## config.mk

```make
export PLATFORM = sky130hd
export DESIGN_NAME = conv_ctrl_flat
export DESIGN_NICKNAME = d
export VERILOG_FILES = /design/src/rtl/conv_pkg.sv /design/src/rtl/conv_ctrl_if.sv /design/src/rtl/conv_idx_counter.sv /design/src/rtl/conv_ctrl.sv /design/src/flat_wrapper.sv
export SDC_FILE = /design/constraint.sdc
export NUM_CORES = 1
export LEC_CHECK = 0
export CAP_MARGIN = 40
export CORE_MARGIN = 2
export CORE_UTILIZATION = 40
export CTS_CLUSTER_SIZE = 28
export DETAILED_ROUTE_END_ITERATION = 7
export PLACE_DENSITY = 0.61
export SYNTH_ARGS = -nofsm -noshare
export SYNTH_HDL_FRONTEND = slang
export SYNTH_SLANG_ARGS = --single-unit
```

## constraint.sdc

```tcl
create_clock -name clk -period 2.4 [get_ports clk]
set_input_delay 0.48 -clock clk [delete_from_list [all_inputs] [get_ports clk]]
set_output_delay 0.48 -clock clk [all_outputs]
set_load 0.1 [all_outputs]
```

## src/rtl/conv_pkg.sv

```systemverilog
// Shared types and size helpers for the convolution controller, its datapath and the output FIFO.
package conv_pkg;

  typedef enum logic [2:0] {IDLE, CLEAR, ACCUM, FLUSH, EMIT, DONE} conv_state_t;

  // Counter/address width; a value range of one still needs a 1-bit signal.
  function automatic int unsigned cnt_w(input int unsigned n);
    return (n <= 1) ? 1 : $clog2(n);
  endfunction

  function automatic int unsigned calc_m(input int unsigned n, input int unsigned k);
    return n - k + 1;
  endfunction

  function automatic int unsigned calc_xaw(input int unsigned n);
    return cnt_w(n * n);
  endfunction

  function automatic int unsigned calc_waw(input int unsigned k);
    return cnt_w(k * k);
  endfunction

  localparam int unsigned N_DEF   = 8;
  localparam int unsigned K_DEF   = 3;
  localparam int unsigned M_DEF   = calc_m(N_DEF, K_DEF);
  localparam int unsigned XAW_DEF = calc_xaw(N_DEF);
  localparam int unsigned WAW_DEF = calc_waw(K_DEF);

endpackage

```

## src/rtl/conv_ctrl_if.sv

```systemverilog
// Control/handshake bundle between conv_ctrl and the MAC, memories and output FIFO.
interface conv_ctrl_if #(
  parameter int unsigned XAW = 6,
  parameter int unsigned WAW = 4
);
  logic           start;
  logic           busy;
  logic           done;
  logic [XAW-1:0] x_addr;
  logic [WAW-1:0] w_addr;
  logic           mac_clr;
  logic           mac_en;
  logic           OUT_AXIS_TVALID;
  logic           OUT_AXIS_TREADY;

  modport master (
    input  start, OUT_AXIS_TREADY,
    output busy, done, x_addr, w_addr, mac_clr, mac_en, OUT_AXIS_TVALID
  );

  modport slave (
    output start, OUT_AXIS_TREADY,
    input  busy, done, x_addr, w_addr, mac_clr, mac_en, OUT_AXIS_TVALID
  );
endinterface

```

## src/rtl/conv_idx_counter.sv

```systemverilog
// Generic 2-D wrapping counter: inner runs 0..INNER-1, carrying into outer 0..OUTER-1.
module conv_idx_counter
  import conv_pkg::*;
#(
  parameter int unsigned INNER = 3,
  parameter int unsigned OUTER = 3,
  parameter int unsigned IW    = cnt_w(INNER),
  parameter int unsigned OW    = cnt_w(OUTER)
) (
  input  logic          clk,
  input  logic          reset,
  input  logic          clr_i,
  input  logic          inc_i,
  output logic [IW-1:0] inner_o,
  output logic [OW-1:0] outer_o,
  output logic          last_o
);
  logic [IW-1:0] in_q, in_d;
  logic [OW-1:0] out_q, out_d;

  always_comb begin
    in_d  = in_q;
    out_d = out_q;
    if (clr_i) begin
      in_d  = '0;
      out_d = '0;
    end else if (inc_i) begin
      if (in_q == IW'(INNER - 1)) begin
        in_d  = '0;
        out_d = (out_q == OW'(OUTER - 1)) ? '0 : out_q + 1'b1;
      end else begin
        in_d = in_q + 1'b1;
      end
    end
  end

  always_ff @(posedge clk) begin
    if (reset) begin
      in_q  <= '0;
      out_q <= '0;
    end else begin
      in_q  <= in_d;
      out_q <= out_d;
    end
  end

  assign inner_o = in_q;
  assign outer_o = out_q;
  assign last_o  = (in_q == IW'(INNER - 1)) && (out_q == OW'(OUTER - 1));
endmodule

```

## src/rtl/conv_ctrl.sv

```systemverilog
// Walks a KxK kernel over an NxN input, sequencing memory reads, MAC strobes and the output push.
module conv_ctrl
  import conv_pkg::*;
#(
  parameter int unsigned N = N_DEF,
  parameter int unsigned K = K_DEF
) (
  input  logic         clk,
  input  logic         reset,
  conv_ctrl_if.master  bus
);
  localparam int unsigned M   = calc_m(N, K);
  localparam int unsigned XAW = calc_xaw(N);
  localparam int unsigned WAW = calc_waw(K);
  localparam int unsigned KW  = cnt_w(K);
  localparam int unsigned MW  = cnt_w(M);

  conv_state_t state_q, state_d;
  logic        mac_en_q;
  logic        ij_clr, ij_inc, ij_last;
  logic        rc_clr, rc_inc, rc_last;
  logic [KW-1:0] i, j;
  logic [MW-1:0] r, c;
  logic [XAW-1:0] xa;
  logic [WAW-1:0] wa;

  conv_idx_counter #(.INNER(K), .OUTER(K)) u_ij (
    .clk(clk), .reset(reset), .clr_i(ij_clr), .inc_i(ij_inc),
    .inner_o(j), .outer_o(i), .last_o(ij_last)
  );

  conv_idx_counter #(.INNER(M), .OUTER(M)) u_rc (
    .clk(clk), .reset(reset), .clr_i(rc_clr), .inc_i(rc_inc),
    .inner_o(c), .outer_o(r), .last_o(rc_last)
  );

  always_comb begin
    state_d = state_q;
    ij_clr  = 1'b0;
    ij_inc  = 1'b0;
    rc_clr  = 1'b0;
    rc_inc  = 1'b0;
    unique case (state_q)
      IDLE:  if (bus.start) begin
               rc_clr  = 1'b1;
               state_d = CLEAR;
             end
      CLEAR: begin
               ij_clr  = 1'b1;
               state_d = ACCUM;
             end
      ACCUM: begin
               ij_inc = 1'b1;
               if (ij_last) state_d = FLUSH;
             end
      FLUSH: state_d = EMIT;
      EMIT:  if (bus.OUT_AXIS_TREADY) begin
               rc_inc  = 1'b1;
               state_d = rc_last ? DONE : CLEAR;
             end
      DONE:  state_d = IDLE;
      default: state_d = IDLE;
    endcase
  end

  // mac_en lags ACCUM by one cycle to line up with the registered memory read.
  always_ff @(posedge clk) begin
    if (reset) begin
      state_q  <= IDLE;
      mac_en_q <= 1'b0;
    end else begin
      state_q  <= state_d;
      mac_en_q <= (state_q == ACCUM);
    end
  end

  assign xa = (XAW'(r) + XAW'(i)) * XAW'(N) + XAW'(c) + XAW'(j);
  assign wa = WAW'(i) * WAW'(K) + WAW'(j);

  assign bus.busy            = (state_q != IDLE);
  assign bus.done            = (state_q == DONE);
  assign bus.mac_clr         = (state_q == CLEAR);
  assign bus.mac_en          = mac_en_q;
  assign bus.OUT_AXIS_TVALID = (state_q == EMIT);
  assign bus.x_addr          = (state_q == ACCUM) ? xa : '0;
  assign bus.w_addr          = (state_q == ACCUM) ? wa : '0;
endmodule
```

## src/flat_wrapper.sv

```systemverilog
// flat-port wrapper written by rule: the top's interface ports become plain ports
module conv_ctrl_flat import conv_pkg::*;
#(
  parameter int unsigned N = N_DEF,
  parameter int unsigned K = K_DEF
)
  (clk, reset, bus_start, bus_OUT_AXIS_TREADY, bus_busy, bus_done, bus_x_addr, bus_w_addr, bus_mac_clr, bus_mac_en, bus_OUT_AXIS_TVALID);
  conv_ctrl_if bus_i ();
  input  logic clk;
  input  logic reset;
  input wire logic [$bits(bus_i.start)-1:0] bus_start;
  input wire logic [$bits(bus_i.OUT_AXIS_TREADY)-1:0] bus_OUT_AXIS_TREADY;
  output wire logic [$bits(bus_i.busy)-1:0] bus_busy;
  output wire logic [$bits(bus_i.done)-1:0] bus_done;
  output wire logic [$bits(bus_i.x_addr)-1:0] bus_x_addr;
  output wire logic [$bits(bus_i.w_addr)-1:0] bus_w_addr;
  output wire logic [$bits(bus_i.mac_clr)-1:0] bus_mac_clr;
  output wire logic [$bits(bus_i.mac_en)-1:0] bus_mac_en;
  output wire logic [$bits(bus_i.OUT_AXIS_TVALID)-1:0] bus_OUT_AXIS_TVALID;
  assign bus_i.start = bus_start;
  assign bus_i.OUT_AXIS_TREADY = bus_OUT_AXIS_TREADY;
  assign bus_busy = bus_i.busy;
  assign bus_done = bus_i.done;
  assign bus_x_addr = bus_i.x_addr;
  assign bus_w_addr = bus_i.w_addr;
  assign bus_mac_clr = bus_i.mac_clr;
  assign bus_mac_en = bus_i.mac_en;
  assign bus_OUT_AXIS_TVALID = bus_i.OUT_AXIS_TVALID;
  conv_ctrl #(.N(N), .K(K)) u_core (.clk(clk), .reset(reset), .bus(bus_i));
endmodule
```

==> summary.md, run 1 <==
| Metric | Value |
|---|---|
| CTS Buf Count | `3` |
| Final antenna diode count | `0` |
| Grt total ovfl | `0` |
| Sum Neg Setup Slack | `-0.691 ns` |
| Crit. End Element | `output port` |
| Post-synthesis cell type count | `36` |
| CTS tree | `done` |
| Clk buf depth | `2` |
| All-Layer GR Usage | `18.0%` |
| Skew-Pair Late Insertion Delay | `0.28 ns` |
| Met2 routed WL | `1370 um` |
| Final WS setup | `-0.303 ns` |
| First-pass GRT wire length | `3870 um` |
| Final Max Tran Viols | `0` |
| Critical Path RT | `1.92 ns` |
| # fillers | `195` |
| Main flop type after synthesis | `dfxtp_1` |
| Synth area leaders | `dfxtp_1 27%, ha_1 9.8%, fa_1 7.8%` |
| Failing checks | `negative setup slack` |
| Vias post-DR | `948` |
| Asr flop ratio synth | `0%` |
| Pin count of the biggest net entering global routing | `12` |
| Core Util, Final | `65.2%` |
| Starting Density | `41.7%` |
| CP delay by family, top | `adder cells` |
| Final hold vios | `0` |
| Gpl congestion | `0.760` |
| Site Rows | `18` |
| Slowest-stage cell, CP | `fa_2` |
| Sequential area share after synthesis | `27.4%` |
| Max-cap violations | `0` |
| Netlist Area Pre-Place | `1020 um2` |
| Layout Cells excl Fill | `176` |
| CP Cell Sequence | `buf_6 > fa_1 > ha_2 > fa_2 > and2_4 > buf_12` |
| Cell taking the most area after synthesis | `dfxtp_1` |
| Die Span X | `54.6 um` |
| Number of remaining DRC errors | `0` |
| Top sig layer | `met4` |
| Die Y | `54.6 um` |
| Worst Path Arrival | `2.22 ns` |
| Outcome | `complete, but fails checks` |
| Hold path depth | `2` |
| Number of flops mapped to enable cells by yosys | `0` |
| Most numerous cell in the Yosys netlist | `dfxtp_1` |
| RSZ-0062 raised after global routing | `yes` |
| Final period utilization | `113%` |
| Wl on met1 | `1060 um` |
| Clock sink count | `14` |
| Area taken by multi-input logic gates | `790 um2` |
| Area Overhead vs Synth | `56.5%` |
| F_max | `370 MHz` |
| Gate Count Post-Synth | `117` |
| Slew @ Worst Pin | `0.415 ns` |
| Leak | `0.573 nW` |
| Die footprint | `2980 um2` |
| Crit path max fanout | `2` |
| Crit Reg-Reg Startpoint | `u_core.state_q[2]` |
| Synth cell count leaders | `14 x dfxtp_1, 12 x a21oi_1, 9 x o21ai_0` |
| Area share of the largest cell type after synthesis | `27.4%` |
| Critical path class | `reg2out` |
| Hold worst-path end | `u_core.u_rc.outer_o[1]` |
| R2R Path End | `u_core.u_rc.outer_o[2]` |
| Detail Placement HPWL | `1720 um` |
| I/O pin count | `19` |
| WL final | `2490 um` |
| FF-to-FF setup slack | `0.71 ns` |
| Initial drt markers | `14` |
| Worst Reg-to-Reg Cells | `3` |
| Power Dens Cells | `505 nW/um2` |
| Initial antenna violation count | `0` |
| Reg area | `287 um2` |
| Crit-path max cell delay | `0.51 ns` |
| Synthesized area per cell | `8.75 um2` |
| CTS H-tree lvls | `1` |
| Slew HR | `72.1%` |
| Core Area | `2450 um2` |
| Root buf cell | `clkbuf_4` |
| Cells after DPL | `169` |
| Fin crit period | `2.70 ns` |
| Vias in the first global route | `878` |
| CP startpoint kind | `register` |
| Vias/cell | `5.39` |
| Final hold slack | `0.492 ns` |
| Max VDD drop | `454 uV` |
| Post-route ant nets | `0` |
| Hold_sp | `u_core.u_rc.outer_o[1]` |
| Final setup viols | `3` |
| Wire per inst | `14.2 um` |
| WP buf/inv | `2` |
| Met3 WL | `48 um` |
| Post-synthesis register bit count | `14` |
| Share of cells above drive strength 1 | `41.1%` |
| Pre-CTS setup slack | `-0.0185 ns` |
| Synthesis warning total | `0` |
| HP Class | `reg2reg` |
| Clk_skew | `0.00145 ns` |
| Final Net Count | `163` |
| Input/output buffers | `18` |
| Clk pin slew, worst setup/hold paths | `0.09 ns` |
| First-pass DRT Iterations | `4` |
| Post-synth net total | `133` |
-- cells in the final DEF, fill, tap and decap left out, types with 3 or more instances in the layout --
master / Yosys / final
buf_4: 1 / 11
and2_1: 6 / 4
xnor2_1: 5 / 4
dfxtp_2: 0 / 5
nand2_1: 5 / 5
ha_1: 8 / 5
o21ai_0: 9 / 8
inv_1: 8 / 8
clkdlybuf4s50_1: 0 / 3
nor2_1: 8 / 4
dfxtp_1: 14 / 9
clkbuf_4: 0 / 3
a21oi_4: 0 / 3
a21oi_1: 12 / 9
or4_1: 5 / 4
buf_12: 0 / 13
buf_6: 3 / 3
nand3b_1: 3 / 3
nor2_2: 0 / 3
-- where the power goes --
| part | internal, mW | switching [mW] | total, mW |
|---|---|---|---|
| Combinational | 0.114 | 0.234 | 0.348 |
| Sequential | 0.252 | 0.0375 | 0.289 |
| Clock | 0.0922 | 0.0803 | 0.173 |
-- layout make-up --
type                    count  area share, %
clock buffers               4           2.27
inverters                   8           1.87
repair buffers             31           26.3
flip-flops and latches     14           17.9
multi-input cells          89           49.3
well taps                  30           2.34
-- worst max path at each step --
stage	startpoint	end	cells past startpoint
floorplan	u_core.u_ij.outer_o[0]	bus_x_addr[5]	5
global placement	u_core.u_ij.outer_o[1]	bus_x_addr[5]	5
detailed placement	u_core.u_rc.outer_o[0]	bus_x_addr[5]	6
CTS	u_core.u_rc.outer_o[0]	bus_x_addr[5]	6
global route	u_core.u_ij.outer_o[0]	bus_w_addr[2]	6
finish	u_core.u_ij.outer_o[0]	bus_w_addr[2]	6
-- worst register-to-register path: cells and delay by family, from the launching register on --
kind            cells  cell delay [ns]
compound gates      1             0.15
flops               1             0.57
simple gates        2             0.90
-- flip-flops by register name (all words and copies together) (netlist names) --
register,flops
u_core.u_rc.outer_o,3
u_core.u_ij.inner_o,2
u_core.state_q,3
u_core.bus.mac_en,1
u_core.u_ij.outer_o,2
u_core.u_rc.inner_o,3
-- layer usage --
metal  vias up  GRT usage [%]
li1        467              -
met2         7           29.8
met4         0           4.58
met3         2           4.92
met5         -              0
met1       472           23.0
-- stage by stage --
step                      instance area, um2  power, mW
after detailed placement                1430      0.629
after global placement                  1430      0.624
after global routing                    1600      0.850
final                                   1600      0.810
after CTS                               1510      0.805
after floorplan                         1060      0.559
-- repair_timing --
action | in CTS | in global routing
hold buffers | 0 | 0
buffers inserted | 0 | 3
endpoints found under the setup margin | 5 | 6
resized for setup | 12 | 15
pin swaps | 6 | 5
-- cells by family after synthesis --
group / after synthesis / share of synthesized area, %
mux: 1 / 0.978
xor+xnor: 5 / 4.28
flops: 14 / 27.4
fa+ha+maj: 12 / 17.6
buf+inv: 14 / 7.82
simple gates: 44 / 26.8
compound gates: 27 / 15.2
Power figures use the tool's default switching activity.
==> inputs of run 2 (changes only) <==
--- a/config.mk
+++ b/config.mk
@@ -6,10 +6,11 @@
 export NUM_CORES = 1
 export LEC_CHECK = 0
 export CAP_MARGIN = 40
-export CORE_MARGIN = 2
+export CORE_MARGIN = 8
 export CORE_UTILIZATION = 40
 export CTS_CLUSTER_SIZE = 28
 export DETAILED_ROUTE_END_ITERATION = 7
+export GPL_TIMING_DRIVEN = 0
 export PLACE_DENSITY = 0.61
 export SYNTH_ARGS = -nofsm -noshare
 export SYNTH_HDL_FRONTEND = slang
==> run 2 against run 1 <==
The run still ends with negative setup slack left. Combinational power grew 35%. First-iteration DRC count rose to 2.6 times the previous value. Critical path depth unchanged. Register-to-register slack improved by 0.16 ns. Routed wire length grew 7.3%. Die area is 49% higher. Worst hold slack improved by 0.012 ns. Worst setup slack got worse by 0.064 ns. Sequential power fell by 9.3%. Utilization increased by 1.5 points.
==> summary.md, run 2 (same netlist as run 1, synthesis figures left out) <==
| Metric | Value |
|---|---|
| Clk_skew | `0.00434 ns` |
| Critical Path RT | `1.92 ns` |
| Slew HR | `75.4%` |
| Power Dens Cells | `555 nW/um2` |
| Reg area | `299 um2` |
| Clk buf depth | `2` |
| Core Area | `2450 um2` |
| Gpl congestion | `0.715` |
| Post-route ant nets | `0` |
| Area Overhead vs Synth | `60.1%` |
| Most frequent cells in the layout | `11 x buf_12, 9 x buf_4, 9 x a21oi_1, 8 x o21ai_0` |
| Grt total ovfl | `0` |
| Vias post-DR | `973` |
| Top sig layer | `met4` |
| Crit. End Element | `output port` |
| RSZ-0062 raised after global routing | `yes` |
| First-pass GRT wire length | `4420 um` |
| First-pass DRT Iterations | `4` |
| Power after layout | `0.910 mW` |
| Number of remaining DRC errors | `0` |
| Hold_sp | `u_core.u_rc.outer_o[1]` |
| Post-cts hold buffer count | `0` |
| HP Class | `reg2reg` |
| Final antenna diode count | `0` |
| Crit path max fanout | `4` |
| Critical path class | `reg2out` |
| Met2 routed WL | `1380 um` |
| Fin crit period | `2.77 ns` |
| Root buf cell | `clkbuf_4` |
| Outcome | `complete, but fails checks` |
| Skew-Pair Late Insertion Delay | `0.29 ns` |
| Design area | `1640 um2` |
| WP buf/inv | `2` |
| I/O pin count | `19` |
| Initial drt markers | `36` |
| Max VDD drop | `526 uV` |
| CP Cell Sequence | `buf_6 > fa_1 > ha_2 > fa_2 > and2_4 > buf_12` |
| Final hold slack | `0.504 ns` |
| Met3 WL | `90 um` |
| R2R Path End | `u_core.u_ij.inner_o[0]` |
| FF-to-FF setup slack | `0.87 ns` |
| Clk pin slew, worst setup/hold paths | `0.09 ns` |
| Max-cap violations | `0` |
| Input/output buffers | `18` |
| CTS tree | `done` |
| Die footprint | `4430 um2` |
| Initial antenna violation count | `0` |
| Vias in the first global route | `998` |
| CTS H-tree lvls | `1` |
| Slew @ Worst Pin | `0.366 ns` |
| Final WS setup | `-0.367 ns` |
| CP delay by family, top | `adder cells` |
| Pre-CTS setup slack | `-0.734 ns` |
| Wl on met1 | `1170 um` |
| Pin count of the biggest net entering global routing | `11` |
| CTS Buf Count | `3` |
| CP Depth | `6` |
| Vias/cell | `5.32` |
| Starting Density | `41.7%` |
| Final Max Tran Viols | `0` |
| Final hold vios | `0` |
| CP startpoint kind | `register` |
| Worst Path Arrival | `2.29 ns` |
| Worst Reg-to-Reg Cells | `5` |
| # fillers | `187` |
| Crit-path max cell delay | `0.52 ns` |
| WL final | `2680 um` |
| All-Layer GR Usage | `12.7%` |
| Hold worst-path end | `u_core.u_rc.outer_o[1]` |
| Die Span X | `66.6 um` |
| Site Rows | `18` |
| Wire per inst | `14.6 um` |
| Failing checks | `negative setup slack` |
| F_max | `361 MHz` |
| Final period utilization | `115%` |
| Crit Reg-Reg Startpoint | `u_core.state_q[0]` |
| Detail Placement HPWL | `1990 um` |
| Leak | `0.603 nW` |
| Clock sink count | `14` |
| Final setup viols | `3` |
| Area after DPL | `1510 um2` |
| Most common cell after layout, fill and taps aside | `buf_12` |
| Share of cells above drive strength 1 | `41.2%` |
| Slowest-stage cell, CP | `fa_2` |
| Final Net Count | `170` |
| Hold path depth | `2` |
| Area taken by multi-input logic gates | `759 um2` |
| Die Y | `66.6 um` |
[run 2: worst max-delay path by stage]
| stage | from | endpoint |
|---|---|---|
| after floorplan | u_core.u_ij.outer_o[0] | bus_x_addr[5] |
| final | u_core.u_ij.outer_o[0] | bus_w_addr[2] |
| after global placement | u_core.u_ij.outer_o[0] | bus_x_addr[5] |
| after detailed placement | u_core.u_ij.outer_o[0] | bus_x_addr[5] |
| after CTS | u_core.u_ij.outer_o[0] | bus_x_addr[5] |
| after global routing | u_core.u_ij.outer_o[0] | bus_w_addr[2] |
[run 2: what timing repair did]
item | CTS | global route
setup endpoints to repair | 10 | 7
endpoints found under the hold margin | 0 | 0
setup buffers | 6 | 3
cloned | 0 | 0
resized for setup | 24 | 16
pin swaps | 3 | 6
[run 2: worst min-delay path, cell delays in order, from the launching register on]
cell	delay, ns
dfxtp_1	0.33
o21ai_0	0.07
a21oi_1	0.06
[run 2: report_power, final]
part           switching, mW  leakage [nW]  internal (mW)
Clock                 0.0835        0.0210         0.0924
Combinational          0.282         0.464          0.189
Sequential            0.0150         0.118          0.247
[run 2: metrics by stage]
| stage | std cells | utilization (%) | TNS [ns] |
|---|---|---|---|
| after floorplan | 117 | - | -0.586 |
| after global placement | 165 | 52.1 | -6.30 |
| after detailed placement | 180 | 61.3 | -2.68 |
| after CTS | 182 | 64.7 | -1.13 |
| after global routing | 183 | 66.8 | -0.995 |
| final | 183 | 66.8 | -0.883 |
[run 2: final cells by class]
cell class | instances | share of cell area [%]
buffer | 6 | 3.05
tap | 30 | 2.29
clock buffer | 4 | 2.21
timing repair buffer | 32 | 26.0
inverter | 8 | 1.83
multi-input combinational | 89 | 46.3
sequential | 14 | 18.2
[run 2: layer usage]
layer	vias up	GRT usage, %
li1	485	-
met1	473	14.1
met4	0	4.00
met5	-	0
met3	5	3.69
met2	10	22.3
